--- config.mk ---
export PLATFORM = sky130hd
export DESIGN_NAME = ip_hdr_insert
export DESIGN_NICKNAME = d
export VERILOG_FILES = /design/src/rtl/ip_hdr_insert.sv
export SDC_FILE = /design/constraint.sdc
export NUM_CORES = 1
export LEC_CHECK = 0
export CORE_ASPECT_RATIO = 1.25
export CORE_UTILIZATION = 40
export DETAILED_ROUTE_END_ITERATION = 12
export GPL_TIMING_DRIVEN = 0
export PLACE_DENSITY = 0.61
export SLEW_MARGIN = 20
export SYNTH_ARGS = -nofsm -noshare
export SYNTH_HDL_FRONTEND = slang
export SYNTH_SLANG_ARGS = --single-unit
export TNS_END_PERCENT = 5
--- constraint.sdc ---
create_clock -name clk -period 6.5 [get_ports clk]
set_input_delay 0.65 -clock clk [delete_from_list [all_inputs] [get_ports clk]]
set_output_delay 0.65 -clock clk [all_outputs]
set_load 0.03 [all_outputs]
--- src/rtl/ip_hdr_insert.sv ---
// IPv4 header inserter: pops one payload length per frame, emits a 20-byte
// IPv4 header with computed total length and checksum, then passes the payload through.
module ip_hdr_insert #(
   parameter logic [31:0] SRC_IP  = 32'hC0A8010A,
   parameter logic [31:0] DST_IP  = 32'hC0A80101,
   parameter logic [7:0]  TTL     = 8'h40,
   parameter logic [7:0]  PROTO   = 8'h11,
   parameter logic [15:0] ID_INIT = 16'h0000
) (
   input  logic        clk,
   input  logic        rstn,
   input  logic        len_tvalid,
   output logic        len_tready,
   input  logic [15:0] len_tdata,
   input  logic        s_tvalid,
   output logic        s_tready,
   input  logic [7:0]  s_tdata,
   input  logic        s_tlast,
   output logic        m_tvalid,
   input  logic        m_tready,
   output logic [7:0]  m_tdata,
   output logic        m_tlast,
   output logic        len_err
);

   localparam int unsigned IDX_W    = 5;
   localparam int unsigned HDR_LAST = 19;
   localparam logic [15:0] LEN_MAX  = 16'd65514;
   localparam logic [15:0] HDR_LEN  = 16'd21;

   typedef enum logic [2:0] {IDLE, SUM, FOLD, HDR, PAY} state_t;

   state_t             state, state_nxt;
   logic [15:0]        id, totlen, len_lat, csum, pay_cnt;
   logic [31:0]        sum;
   logic [IDX_W-1:0]   idx;
   logic [31:0]        sum_c, fold1;
   logic [15:0]        fold2;
   logic [7:0]         hdr_byte;

   // One's-complement header checksum terms (checksum field taken as zero)
   always_comb begin
      sum_c = 32'(16'h4500) + 32'(totlen) + 32'(id) + 32'(16'h4000)
            + 32'({TTL, PROTO})
            + 32'(SRC_IP[31:16]) + 32'(SRC_IP[15:0])
            + 32'(DST_IP[31:16]) + 32'(DST_IP[15:0]);
      fold1 = 32'(sum[15:0]) + 32'(sum[31:16]);
      fold2 = fold1[15:0] + fold1[31:16];
   end

   always_comb begin
      case (idx)
         5'd0:    hdr_byte = 8'h45;
         5'd1:    hdr_byte = 8'h00;
         5'd2:    hdr_byte = totlen[15:8];
         5'd3:    hdr_byte = totlen[7:0];
         5'd4:    hdr_byte = id[15:8];
         5'd5:    hdr_byte = id[7:0];
         5'd6:    hdr_byte = 8'h40;
         5'd7:    hdr_byte = 8'h00;
         5'd8:    hdr_byte = TTL;
         5'd9:    hdr_byte = PROTO;
         5'd10:   hdr_byte = csum[15:8];
         5'd11:   hdr_byte = csum[7:0];
         5'd12:   hdr_byte = SRC_IP[31:24];
         5'd13:   hdr_byte = SRC_IP[23:16];
         5'd14:   hdr_byte = SRC_IP[15:8];
         5'd15:   hdr_byte = SRC_IP[7:0];
         5'd16:   hdr_byte = DST_IP[31:24];
         5'd17:   hdr_byte = DST_IP[23:16];
         5'd18:   hdr_byte = DST_IP[15:8];
         5'd19:   hdr_byte = DST_IP[7:0];
         default: hdr_byte = 8'h00;
      endcase
   end

   always_ff @(posedge clk) begin
      if (!rstn) state <= IDLE;
      else       state <= state_nxt;
   end

   // Handshakes are suppressed while reset is held so nothing is consumed or emitted
   always_comb begin
      state_nxt  = state;
      len_tready = 1'b0;
      s_tready   = 1'b0;
      m_tvalid   = 1'b0;
      m_tdata    = 8'h00;
      m_tlast    = 1'b0;
      len_err    = 1'b0;
      if (rstn) begin
         case (state)
            IDLE: begin
               len_tready = len_tvalid;
               if (len_tvalid) begin
                  state_nxt = SUM;
                  if (len_tdata > LEN_MAX) len_err = 1'b1;
               end
            end
            SUM:  state_nxt = FOLD;
            FOLD: state_nxt = HDR;
            HDR: begin
               m_tvalid = 1'b1;
               m_tdata  = hdr_byte;
               if (m_tready && (idx == IDX_W'(HDR_LAST))) state_nxt = PAY;
            end
            PAY: begin
               m_tvalid = s_tvalid;
               m_tdata  = s_tdata;
               m_tlast  = s_tlast;
               s_tready = m_tready;
               if (s_tvalid && m_tready && s_tlast) begin
                  state_nxt = IDLE;
                  if ((pay_cnt + 16'd1) != (len_lat + 16'd1)) len_err = 1'b1;
               end
            end
            default: state_nxt = IDLE;
         endcase
      end
   end

   // Datapath registers: length latch, checksum pipeline, indices and frame id
   always_ff @(posedge clk) begin
      if (!rstn) begin
         id      <= ID_INIT;
         idx     <= '0;
         totlen  <= '0;
         len_lat <= '0;
         sum     <= '0;
         csum    <= '0;
         pay_cnt <= '0;
      end else begin
         case (state)
            IDLE: if (len_tvalid) begin
               totlen  <= len_tdata + HDR_LEN;
               len_lat <= len_tdata;
            end
            SUM:  sum <= sum_c;
            FOLD: begin
               csum    <= ~fold2;
               idx     <= '0;
               pay_cnt <= '0;
            end
            HDR:  if (m_tready) idx <= idx + IDX_W'(1);
            PAY:  if (s_tvalid && m_tready) begin
               pay_cnt <= pay_cnt + 16'd1;
               if (s_tlast) id <= id + 16'd1;
            end
            default: ;
         endcase
      end
   end

endmodule

After elaboration in Yosys (flattened, before gate mapping):

Index checks and enable logic that the tools add are counted.

* order comparisons: 1
* equal/unequal tests: 27
* multiplexer cells: 25
* $mul: 0
* shifts and indexed selects: 0
* div/mod/pow operators: 0
* reduce and logical (&&, ||, !) cells: 16
* add/sub/neg operators: 15
* bitwise gates (word level): 1

Operators by type and width (count)
* $pmux 8 s13: 1
* $add 16x1->16 const B: 3
* $eq 5x4->1 const B: 8
* $pmux 16 s2: 1
* $add 23x9->24 const B: 1
* $add 22x16->23 const B: 1
* $add 21x9->22 const B: 1
* $add 20x16->21 const B: 1
* $add 19x15->20 const B: 1
* $eq 5x5->1 const B: 4
* $add 18x15->19 const B: 1
* $add 17x16->18: 1
* $add 15x16->17 const A: 1
* $add 16x16->17: 1
* $add 16x1->16: 1
* $add 16x5->16 const B: 1
* $gt 16x16->1 const B: 1
* $mux 16: 1
* $ne 16x16->1: 1
* $not 16->16: 1
* $pmux 8 s2: 1
* $eq 5x3->1 const B: 3
* $pmux 3 s5: 1
* $mux 1: 12
* other kinds (19): 36

* memories kept: 0
* input port bits: 30
* memory bits (writable): 0
* ROM bits: 0
* register bits: 120
* latch bits: 0

Depth between registers and ports, before layout:

Gate-level depths: netlist (run 1).

* depth in word-level cells: 8
* gate-level depth with buffers: 14
* gate-level depth less buffers: 13

Least setup slack after synthesis (run 1):

Ideal clock, no wire load.

* path kind: reg-to-output
* from: register pay_cnt[0]
* to: output len_err
* path buffers: 0
* required time: 5.850 ns
* slack: 3.596 ns
* cell stages (with the launch flop): 9
* data arrival time: 2.254 ns
* cell sequence: dfxtp_1 > ha_1 > nand4_1 > or3_1 > xnor2_1 > xnor2_1 > o31ai_1 > nor4_1 > a41oi_2

* longest elaborated chain between the ends: 6

RTL lines
* from (decl): RTL line 34 `logic [15:0] id, totlen, len_lat, csum, pay_cnt;`
* from (signal assigned): RTL line 146 `pay_cnt <= pay_cnt + 16'd1;`
* $add 16x1->16: RTL line 114 `if ((pay_cnt + 16'd1) != (len_lat + 16'd1)) len_err = 1'b1;`
* $ne 16x16->1: RTL line 114
* $mux 1: RTL line 114
* $mux 1: RTL line 112 `if (s_tvalid && m_tready && s_tlast) begin`
* $pmux 1 s2: RTL line 92 `case (state)`
* $mux 1: RTL line 91 `if (rstn) begin`
* to (decl): RTL line 23 `output logic len_err`

Every way passes these cells.

Worst setup path after layout (run 1):

* from: input len_tdata[8]
* to: output len_err

* longest elaborated chain between the ends: 5

RTL lines
* from (decl): RTL line 14 `input logic [15:0] len_tdata,`
* $gt 16x16->1: RTL line 97 `if (len_tdata > LEN_MAX) len_err = 1'b1;`
* $mux 1: RTL line 97
* $mux 1: RTL line 95 `if (len_tvalid) begin`
* $pmux 1 s2: RTL line 92
* $mux 1: RTL line 91

Every way passes these cells.

==> results of run 1 <==
[tightest hold or removal path: stages (launching register included)]
cell and delay, ns:
dfxtp_1 0.32, nand2_1 0.05, a21oi_1 0.05
[state kept, by name (all words and copies together), names as in the netlist]
register	flops
pay_cnt	16
idx	5
id	16
len_lat	16
state	3
totlen	16
csum	16
sum	19
[cells in the mapped netlist, types with 8 or more instances]
library cell,instances
a211oi_1,15
a21o_1,11
a21oi_1,73
a222oi_1,10
a31oi_1,11
and2_1,9
and3_1,13
buf_2,11
clkbuf_1,39
dfxtp_1,107
ha_1,46
inv_1,47
nand2_1,138
nand3_1,49
nand3b_1,9
nand4_1,16
nor2_1,85
nor3_1,24
o211ai_1,8
o21ai_0,39
or3_1,11
xnor2_1,66
xor2_1,29
[path summary, 6_finish.rpt]
kind / from / endpoint
max: len_tdata[8] / len_err
min: len_lat[15] / len_lat[15]
max reg2reg: sum[0] / csum[14]
min reg2reg: len_lat[15] / len_lat[15]
[per-layer routing]
metal	global-route usage (%)	part of all wire, %	vias up
li1	-	-	3635
met1	29.2	43	3409
met2	44.1	50	141
met3	2.77	3.5	42
met4	12.0	3.7	0
met5	0	0	-
[power by group through the flow]
stage	clock (uW)	combinational (uW)	sequential, uW
after CTS	574	288	735
final	566	289	735
after global placement	0	284	750
after floorplan	0	200	729
after detailed placement	0	286	751
after global routing	594	320	738
[metrics by stage]
step | hold WS [ns] | area (sq um)
after floorplan | 0.431 | 7640
after global placement | 0.451 | 8330
after detailed placement | 0.456 | 8330
after CTS | 0.467 | 8620
after global routing | 0.486 | 8620
final | 0.471 | 8620
[final cells by class]
cell class                 instances  area [sq um]
tap                              232           290
clock buffer                      11           233
clock inverter                     5          63.8
sequential                       107          2140
inverter                          48           180
buffer                            55           236
fill                            1909         10100
timing repair buffer              40           400
multi-input combinational        784          5080
[logic make-up after synthesis]
family,after synthesis
AOI/OAI and AO/OA,229
and+or+nand+nor,408
DFF,107
buffers and inverters,103
adders and majority gates,48
muxes,4
xor gates and xnor gates,95
==> impl_metrics.toml, run 1 <==
[status]
outcome = "finished with violations"
violations = "DRC"

[yosys]
synth_top_area_cell = "dfxtp_1"
syn_area_sq_um = 7640
synth_compound_area_share_pct = 20.4
synth.distinct_cells = 83
ys_ff_latch = 107
yosys_warnings = 0
yosys-top-cells-area = "dfxtp_1, xnor2_1, ha_1"
yosys.area_share.simple_pct = 26.6
synth_top_family_by_area = "simple AND/OR/NAND/NOR gates"
synth_edf_count = 0
synth_fa_ha_area_share_pct = 8.06
synth-main-ff-cell = "dfxtp_1"
synth.avg_cell_area_sq_um = 7.68
post_synth_xor_area_fraction_pct = 10.9
synth_top_area_share_pct = 28.1
muxShareOfSynthArea_pct = 0.524
netlist_instances = 994
yosysSeqAreaShare_pct = 28.1
postSynth.asyncResetShare_pct = 0
syn-num-nets = 1072

[layout]
layout_common_cells = "nand2_1, dfxtp_1, nor2_1"
final_util_pct = 46.1
drive_above_1_share_pct = 5.33
diodes = 0
nets = 1123
mostFrequentLayoutCell = "nand2_1"
finalNonFillerCells = 1282
area_delta_synth_final_pct = 12.9

[power]
seq_power_share_pct = 46.2
combPwrFrac_pct = 18.2
p_sw_share_pct = 30.3
power_switching_uw = 481
peakVddDrop_uv = 144
internal-power_uw = 1110
clockPowerShare_pct = 35.6
power_density_nw_per_um2 = 184
total_leakage_power_uw = 0.00323
power_uw = 1590

[sta]
max-slew-margin-rel_pct = 38.8
fin_ws_ns = 2.09
hold_violations = 0
worst_slew_pin_slew_ns = 0.916
max_freq_mhz = 227
post-route-min-period_ns = 4.41
setup_viol = 0
finalCritPeriodShare_pct = 67.9
rsz0062_at_grt = "no"
fin_tns_setup_ns = 0
drv_slew = 0
fin_skew_ns = 0.0121

[floorplanning]
io_pins = 43
die-area_sq_um = 19700
coreArea_sq_um = 18700
initial_core_util_pct = 40.8
die_x_microns = 126
fp.dieH_microns = 156
rows = 56

[min_path]
holdPathStages = 2
hp-class = "reg -> reg"

[setup_path]
crit_path_start_kind = "input pin"
max_stage_delay_ns = 0.71
crit_arrival_ns = 3.76
critPathTopFamily = "simple AND/OR/NAND/NOR gates"
cp_max_fo = 5
cp_num_buf_inv = 2
crit_chain = "clkdlybuf4s50_1 -> nand3_1 -> nor2_1 -> nand4_1 -> or4_1 -> nand2_1 -> nand3_1 -> a41oi_2 -> clkdlybuf4s50_1"
criticalPathCategory = "in -> out"
required_ns = 5.85
cp_num_cells = 9
crit_slowest_cell = "clkdlybuf4s50_1"
r2r_slack_ns = 3.22
crit_path_end_kind = "output pin"
reg2reg_depth = 14

[placed_design]
dp_slack_ns = 2.13
portBuffers = 40
gp_congestion = 0.904
hpwl_microns = 18700
dp_cells = 1266

[clocking]
cts_buffers = 9
ctsResizeCount = 0
tritoncts = "done"
post_cts_buffers = 0
ctsLongestPathBuffers = 2
clk_latency_ns = 0.37
clk_pin_slew_worst_paths_ns = 0.07
htreeDepth = 3
cts_root_buf = "clkbuf_16"
ctsHoldBuffers = 0
clkSinkCount = 107

[global_route]
grt_pass1_vias = 6834
grt_util_all_layers_pct = 24.6
grt_overflow = 0
antenna_found_initial = 0
grt_max_degree = 18
grt_pass1_wl_microns = 37200

[route]
wl_microns = 23800
wl_per_cell_microns = 18.5
drt_iter0_drc = 429
dr.pass1.iters = 10
antenna_left = 0
via_per_inst = 5.64
drc = 5
vias = 7227

[flow_run]
max_cap_violations = 0
No activity file was read; power rests on OpenSTA's default activity.
==> run 2, diff against run 1 <==
Clock period 6.5 ns to 4.11 ns, I/O delays scaled along.
==> run 2 against run 1 <==
Effect of this change: the flow still finishes with violations (DRC); non-clock buffer count did not move; clock power rose by 58%; cell count did not move; total power rose by 58%; via count rose by 0.25%; die area did not move; register-to-register slack got worse by 2.4 ns; critical path type is now reg -> out; critical endpoint unchanged; highest routed layer unchanged.
==> impl_metrics.toml, run 2 (synthesis gave the netlist of run 1 again) <==
[route]
drc = 5
drt_iter0_drc = 459
wl_microns = 23700
top_layer = "met4"
dr_wl_met2_microns = 11800
met1_length_microns = 10200
route.met3.wl_microns = 833
dr.pass1.iters = 9
via_per_inst = 5.65
antenna_left = 0
wl_per_cell_microns = 18.5
vias = 7245

[placed_design]
gp_congestion = 0.904
dp_slack_ns = 0.220
dp_cells = 1266
hpwl_microns = 18700
portBuffers = 40

[sta]
worst_slew_pin_slew_ns = 0.919
drv_slew = 0
setup_viol = 0
finalCritPeriodShare_pct = 96.1
post-route-min-period_ns = 3.95
rsz0062_at_grt = "yes"
fin_ws_ns = 0.161
hold_violations = 0
max-slew-margin-rel_pct = 38.6
fin_skew_ns = 0.0125
max_freq_mhz = 253

[layout]
drive_above_1_share_pct = 5.43
top_register = "sum"
nets = 1123
largest_reg_flops = 19
layout_common_cells = "nand2_1, dfxtp_1, nor2_1"
mostFrequentLayoutCell = "nand2_1"
diodes = 0
area_delta_synth_final_pct = 13.0
finalNonFillerCells = 1282

[clocking]
clk_latency_ns = 0.37
ctsLongestPathBuffers = 2
clk_pin_slew_worst_paths_ns = 0.08
ctsHoldBuffers = 0
clkSinkCount = 107
tritoncts = "done"
cts_buffers = 9
cts_root_buf = "clkbuf_16"
htreeDepth = 3

[global_route]
grt_max_degree = 18
grt_pass1_vias = 6834
grt_overflow = 0
grt_util_all_layers_pct = 24.6
grt_pass1_wl_microns = 37200
antenna_found_initial = 0

[floorplanning]
fp.dieH_microns = 156
rows = 56
initial_core_util_pct = 40.8
die_x_microns = 126
die-area_sq_um = 19700
coreArea_sq_um = 18700
io_pins = 43

[status]
violations = "DRC"
outcome = "finished with violations"

[setup_path]
crit_path_end_kind = "output pin"
criticalPathCategory = "reg -> out"
crit_path_start_kind = "register"
regToRegStartpoint = "sum[0]"
crit_arrival_ns = 3.54
critPathLaunch = "pay_cnt[0]"
reg2reg_depth = 14
required_ns = 3.70
cp_max_fo = 6

[power]
power_density_nw_per_um2 = 291
power_uw = 2510
peakVddDrop_uv = 228
total_leakage_power_uw = 0.00323

[flow_run]
max_cap_violations = 0

[min_path]
holdPathStages = 2
hp-start = "len_lat[15]"
hp-class = "reg -> reg"
[run 2: what timing repair did]
action | 4_1_cts | 5_1_grt
resized for setup | 0 | 1
endpoints found under the setup margin | 0 | 2
setup buffers | 0 | 0
[run 2: metal layers]
layer	up-vias	GRT usage [%]
met3	40	2.77
li1	3633	-
met5	-	0
met4	0	12.0
met1	3408	29.2
met2	164	44.1
[run 2: report_power, final]
part	switching (uW)	internal (uW)	leakage [uW]
clock network	418	477	0.000140
logic	274	182	0.00222
registers	68.6	1090	0.000872
[run 2: cell type report]
class	count	area, sq um
inverter	48	180
buffer	55	236
timing repair buffer	40	400
clock buffer	11	233
multi-input combinational	784	5080
sequential	107	2140
fill	1908	10100
tap	232	290
clock inverter	5	63.8
[run 2: metrics by stage]
step	instance area (sq um)	TNS, ns	hold slack, ns	utilization [%]
final	8630	0	0.471	46.1
after global routing	8630	-0.0285	0.486	46.1
after CTS	8620	0	0.467	46.1
after detailed placement	8330	0	0.456	44.5
after global placement	8330	0	0.451	44.5
after floorplan	7640	0	0.431	-
[run 2: worst max-delay path, cell delays in order (launching register included)]
cell             delay (ns)
dfxtp_1                0.46
ha_1                   0.30
nand4_1                0.28
or3_1                  0.46
xnor2_1                0.24
xnor2_1                0.15
o31ai_1                0.09
nor4_1                 0.39
a41oi_2                0.18
clkdlybuf4s50_1        0.63
[run 2: final timing paths]
path                      end  slack [ns]
setup / recovery      len_err        0.16
hold / removal    len_lat[15]        0.47
setup reg to reg     csum[14]        0.83
hold reg to reg   len_lat[15]        0.47
==> run 3, diff against run 2 <==
Settings changed: CTS_CLUSTER_DIAMETER set to 120.
==> results of run 3 <==
The final DEF is identical to that of run 2; final timing and power are the same.
